===== src/rtl/ext_pipe_pkg.sv =====
// Shared definitions for the load/immediate extension pipeline.
// Mode encodings, legal widths and the alignment check live here.
package ext_pipe_pkg;

    localparam int DW32 = 32;
    localparam int DW64 = 64;

    typedef enum logic [2:0] {
        MODE_LB     = 3'd0,
        MODE_LBU    = 3'd1,
        MODE_LH     = 3'd2,
        MODE_LHU    = 3'd3,
        MODE_LW     = 3'd4,
        MODE_LUI    = 3'd5,
        MODE_SEXT16 = 3'd6,
        MODE_ZEXT16 = 3'd7
    } mode_e;

    typedef struct packed {
        mode_e      mode;
        logic [2:0] off;
        logic       err;
    } s1_ctrl_t;

    function automatic logic misaligned(input mode_e m, input logic [2:0] off);
        logic r;
        r = 1'b0;
        unique case (1'b1)
            (m == MODE_LH) || (m == MODE_LHU): r = off[0];
            (m == MODE_LW):                   r = |off[1:0];
            default:                          r = 1'b0;
        endcase
        return r;
    endfunction

endpackage


===== src/rtl/ext_lane.sv =====
// Combinational lane select and sign/zero fill between S1 and S2.
// Offsets are byte offsets; unused low bits are dropped per access size.
module ext_lane
    import ext_pipe_pkg::*;
#(
    parameter int DATA_W = 32
) (
    input  logic [DATA_W-1:0] data,
    input  logic [2:0]        off,
    input  mode_e             mode,
    output logic [DATA_W-1:0] res
);

    always_comb begin
        res = '0;
        unique case (mode)
            MODE_LB:     res = DATA_W'($signed(8'(data >> {off, 3'b000})));
            MODE_LBU:    res = DATA_W'(8'(data >> {off, 3'b000}));
            MODE_LH:     res = DATA_W'($signed(16'(data >> {off[2:1], 4'b0000})));
            MODE_LHU:    res = DATA_W'(16'(data >> {off[2:1], 4'b0000}));
            MODE_LW:     res = DATA_W'($signed(32'(data >> {off[2], 5'b00000})));
            MODE_LUI:    res = DATA_W'($signed({data[15:0], 16'h0000}));
            MODE_SEXT16: res = DATA_W'($signed(data[15:0]));
            MODE_ZEXT16: res = DATA_W'(data[15:0]);
            default:     res = '0;
        endcase
    end

endmodule


===== src/rtl/ext_pipe.sv =====
// Two-stage valid/ready load-extension pipeline (S1 capture, S2 result)
// with a saturating count of misaligned requests accepted.
module ext_pipe
    import ext_pipe_pkg::*;
#(
    parameter int DATA_W = 32,
    parameter int CNT_W  = 8
) (
    input  logic                          clk,
    input  logic                          rst,
    input  logic                          in_valid,
    output logic                          in_ready,
    input  logic [DATA_W-1:0]             in_data,
    input  logic [$clog2(DATA_W/8)-1:0]   in_off,
    input  logic [2:0]                    in_mode,
    output logic                          out_valid,
    input  logic                          out_ready,
    output logic [DATA_W-1:0]             out_data,
    output logic                          out_err,
    output logic [CNT_W-1:0]              err_cnt
);

    if (!(DATA_W == DW32 || DATA_W == DW64)) begin : g_bad_width
        $error("ext_pipe: DATA_W must be 32 or 64");
    end

    logic              s1_valid;
    logic              s2_valid;
    logic              s1_adv;
    logic              s2_adv;
    logic              in_fire;
    s1_ctrl_t          in_ctrl;
    s1_ctrl_t          s1_ctrl;
    logic [DATA_W-1:0] s1_data;
    logic [DATA_W-1:0] lane_res;
    logic [DATA_W-1:0] s2_data;
    logic              s2_err;

    always_comb begin
        in_ctrl      = '0;
        in_ctrl.mode = mode_e'(in_mode);
        in_ctrl.off  = 3'(in_off);
        in_ctrl.err  = misaligned(mode_e'(in_mode), 3'(in_off));
    end

    assign s2_adv   = !s2_valid || out_ready;
    assign s1_adv   = !s1_valid || s2_adv;
    assign in_ready = !rst && s1_adv;
    assign in_fire  = in_valid && in_ready;

    ext_lane #(
        .DATA_W (DATA_W)
    ) u_lane (
        .data (s1_data),
        .off  (s1_ctrl.off),
        .mode (s1_ctrl.mode),
        .res  (lane_res)
    );

    always_ff @(posedge clk) begin
        if (rst) begin
            s1_valid <= 1'b0;
            s2_valid <= 1'b0;
            s1_ctrl  <= '0;
            s1_data  <= '0;
            s2_data  <= '0;
            s2_err   <= 1'b0;
            err_cnt  <= '0;
        end else begin
            if (s1_adv) begin
                s1_valid <= in_valid;
                if (in_valid) begin
                    s1_ctrl <= in_ctrl;
                    s1_data <= in_data;
                end
            end
            // Bubbles leave the held result untouched.
            if (s2_adv) begin
                s2_valid <= s1_valid;
                if (s1_valid) begin
                    s2_data <= s1_ctrl.err ? '0 : lane_res;
                    s2_err  <= s1_ctrl.err;
                end
            end
            if (in_fire && in_ctrl.err && (err_cnt != '1)) begin
                err_cnt <= err_cnt + CNT_W'(1);
            end
        end
    end

    assign out_valid = s2_valid;
    assign out_data  = s2_data;
    assign out_err   = s2_err;

endmodule


===== config.mk =====
export PLATFORM = sky130hd
export DESIGN_NAME = ext_pipe
export DESIGN_NICKNAME = d
export VERILOG_FILES = /design/src/rtl/ext_pipe_pkg.sv /design/src/rtl/ext_lane.sv /design/src/rtl/ext_pipe.sv
export SDC_FILE = /design/constraint.sdc
export NUM_CORES = 1
export LEC_CHECK = 0
export BUFFER_PORTS_ARGS = -buffer_cell sky130_fd_sc_hd__buf_2
export CAP_MARGIN = 25
export CELL_PAD_IN_SITES_DETAIL_PLACEMENT = 1
export CELL_PAD_IN_SITES_GLOBAL_PLACEMENT = 1
export CORE_MARGIN = 10
export CORE_UTILIZATION = 36
export CTS_BUF_LIST = sky130_fd_sc_hd__clkbuf_8 sky130_fd_sc_hd__clkbuf_16
export DETAILED_ROUTE_END_ITERATION = 6
export GPL_ROUTABILITY_DRIVEN = 0
export GPL_TIMING_DRIVEN = 0
export PLACE_DENSITY = 0.77
export SKIP_CTS_REPAIR_TIMING = 1
export SYNTH_ARGS = -nofsm -noshare
export SYNTH_HDL_FRONTEND = slang
export SYNTH_SLANG_ARGS = --single-unit
export TNS_END_PERCENT = 10

===== constraint.sdc =====
create_clock -name clk -period 1.67 [get_ports clk]
set_input_delay 0.0835 -clock clk [delete_from_list [all_inputs] [get_ports clk]]
set_output_delay 0.0835 -clock clk [all_outputs]
set_load 0.05 [all_outputs]

==> results.yml <==
run_status:
  status: "finished, violations left"
  failed_checks: "design-rule violations, negative hold slack, negative setup slack"
sta:
  fin_skew_ns: 0.01049
  tightest_slew_ns: 0.7867
  rsz0062_at_grt: "true"
  slew_violations: 0
  finalCriticalPeriod_ns: 1.680
  timing.final.ws_setup_ns: -0.01014
  fin_tns_setup_ns: -0.01014
  hold_viol_final: 8
  min_period_over_period_pct: 100.6
  slew_headroom_pct: 47.55
  fmax_mhz: 595.2
  setup_violations: 1
  hold_ws_ns: -0.05263
critical_path:
  critPathKind: "reg2reg"
  critPathTopFamily: "compound AO/OA/AOI/OAI gates"
  startpoint_type: "flip-flop"
  path_cells: "mux2_4 > o22ai_4 > a211o_4 > buf_12 > a221oi_2"
  cp_max_fo: 10
  reg2reg_setup_slack_ns: -0.01
  worstPathArrival_ns: 1.96
  end_kind: "flip-flop"
  crit_slowest_cell: "dfxtp_1"
  cp_num_cells: 5
  r2r-end: "out_data[27]"
  crit_buf_inv: 1
  r2r-start: "s1_data[31]"
  crit_path_end: "out_data[27]"
  required_ns: 1.95
  r2r_cells: 5
  crit_start: "s1_data[31]"
  cp_slowest_stage_delay_ns: 0.46
pwr:
  pwr-share-clk_pct: 35.2
  sw_frac_of_total_pct: 29.97
  p_leak_nw: 1.950
  p_sw_mw: 1.379
  combinationalPowerShare_pct: 18.3
  intPower_mw: 3.224
  ir_drop_mv: 0.4563
  pwr-share-seq_pct: 46.5
  p_per_area_nw_per_um2: 928.1
global_route:
  grt_max_degree: 14
  antenna_found_initial: 0
  grt_pass1_vias: 3810
  use_met1_pct: 21.24
  grt-busiest-layer: "met2"
  grt_pass1_wl_mm: 20.19
  grt.met2_usage_pct: 29.10
  globalRouteMet3Util_pct: 4.514
  grt_usage_pct: 17.38
  overflow: 0
run:
  drv_cap: 0
final_layout:
  layout.nets: 577
  n_antenna_cell: 0
  areaGrowthSynthToFinish_pct: 36.03
  fillerInstances: 1186
  final_core_util_pct: 50.51
  layout-drive-gt1-share_pct: 33.70
clock_network:
  insertion_delay_ns: 0.38
  ctsLongestPathBuffers: 2
  cts_max_level: 3
  clock_sinks: 81
  cts_root_buf: "clkbuf_8"
  cts_buffers: 9
  cts_tree: "built"
  clkTransAtPathRegs_ns: 0.08
floorplan:
  core_area_sq_um: 9819
  die_area_sq_um: 14550
  num_rows: 36
  die_w_um: 120.6
  pin_count: 84
  die_y_um: 120.6
  initial_utilization_pct: 37.13
synth:
  async_flop_share_pct: 0
  synth_area_sq_um: 3646
  ys_ff_latch: 81
  synth_top_area_share_pct: 44.47
  synth_cell_types: 44
  synth_cells: 402
  syn-num-nets: 444
  yosysMostFrequentCell: "nand2_1"
  ys.flop_type: "dfxtp_1"
  synth_warnings: 0
  synth_edf_count: 0
  synthTopCellsByCount: "nand2_1 (105), dfxtp_1 (81), a21oi_1 (52), a222oi_1 (23), clkbuf_1 (15)"
  synthTopCellsByArea: "dfxtp_1 (44%), nand2_1 (11%), a21oi_1 (7.1%), a222oi_1 (6.3%), mux4_2 (4.3%)"
  synth_area_per_cell_sq_um: 9.070
  ys_seq_area_share_pct: 44.47
  synth_top_area_cell: "dfxtp_1"
drt:
  wl_per_cell_um: 20.57
  drcViolationCount: 3
  firstDrtPassIters: 7
  via_per_inst: 5.744
  drt_iter0_markers: 325
  routed_wl_mm: 13.84
  vias: 3866
  detail-route-antenna-nets: 0
place:
  port_buffers: 83
  hpwl_mm: 9.866
  dp_slack_ns: -0.3165
worst_hold_path:
  hp-class: "in2reg"
metrics by stage:
step                      std cells  cell area, sq um  power (mW)
after global placement          618              4237       2.871
after floorplan                 402              3655       2.642
after global routing            673              4960       4.753
after CTS                       634              4457       4.468
final                           673              4960       4.603
after detailed placement        618              4237       2.897
cell usage in the layout, fill, tap and decap left out, types with 4 or more instances in the layout:
master	netlist	final
nand2_1	105	103
buf_2	8	86
dfxtp_1	81	68
a21oi_1	52	48
dlygate4sd3_1	0	29
a222oi_1	23	23
a221oi_2	10	10
clkbuf_8	0	10
dfxtp_2	0	10
o22a_1	9	9
o21ai_1	10	9
clkbuf_1	15	8
clkbuf_2	0	8
a22o_1	8	8
buf_4	0	8
mux4_2	7	7
inv_1	5	6
clkbuf_4	0	6
a221oi_1	6	6
nor2_1	6	5
nand3_1	5	5
or3_1	4	4
o31ai_1	4	4
worst min-delay path by stage:
| stage | cells after the start | from | endpoint | slack, ns |
|---|---|---|---|---|
| after floorplan | 2 | in_off[0] | s1_ctrl[1] | 0.22 |
| after global placement | 3 | in_data[22] | s1_data[22] | 0.33 |
| after detailed placement | 3 | in_data[27] | s1_data[27] | 0.34 |
| after CTS | 3 | in_data[27] | s1_data[27] | -0.05 |
| after global routing | 3 | in_data[31] | s1_data[31] | -0.02 |
| final | 3 | in_data[31] | s1_data[31] | -0.05 |
layout make-up:
cell class	instances	area [sq um]	area share, %
inverter	8	30.03	0.6054
buffer	27	170.2	3.431
sequential	81	1645	33.17
tap	133	166.4	3.355
clock inverter	6	82.58	1.665
timing repair buffer	123	787.0	15.87
multi-input combinational	285	1941	39.13
clock buffer	10	137.6	2.775
kinds of logic after synthesis:
group | synth area share [%]
fa+ha+maj | 0.3431
simple gates | 17.88
buf+inv | 4.392
compound gates | 27.76
flops | 44.48
mux | 5.148
per-layer routing:
metal  wire length, um  vias to the layer above
li1                  -                     1789
met1              5664                     1860
met2              6665                      175
met3              1045                       42
met4               466                        0
met5                 0                        -
sequential cells by signal (all words and copies together) (netlist names):
signal / cells
s1_valid: 1
err_cnt: 8
s1_data: 32
out_data: 32
s1_ctrl: 6
out_valid: 1
out_err: 1
worst reg2reg max path: stages, from the launching register on:
cell	delay [ns]
dfxtp_1	0.46
mux2_4	0.23
o22ai_4	0.08
a211o_4	0.38
buf_12	0.17
a221oi_2	0.26
power by group through the flow:
stage          Sequential [mW]  Combinational, mW  Clock (mW)
2_1_floorplan             2.27              0.376           0
3_3_place_gp              2.17              0.705           0
3_5_place_dp              2.17              0.725           0
4_1_cts                   2.13              0.728        1.61
5_1_grt                   2.15              0.899        1.71
6_report                  2.14              0.842        1.62
No activity file was read; power rests on OpenSTA's default activity.
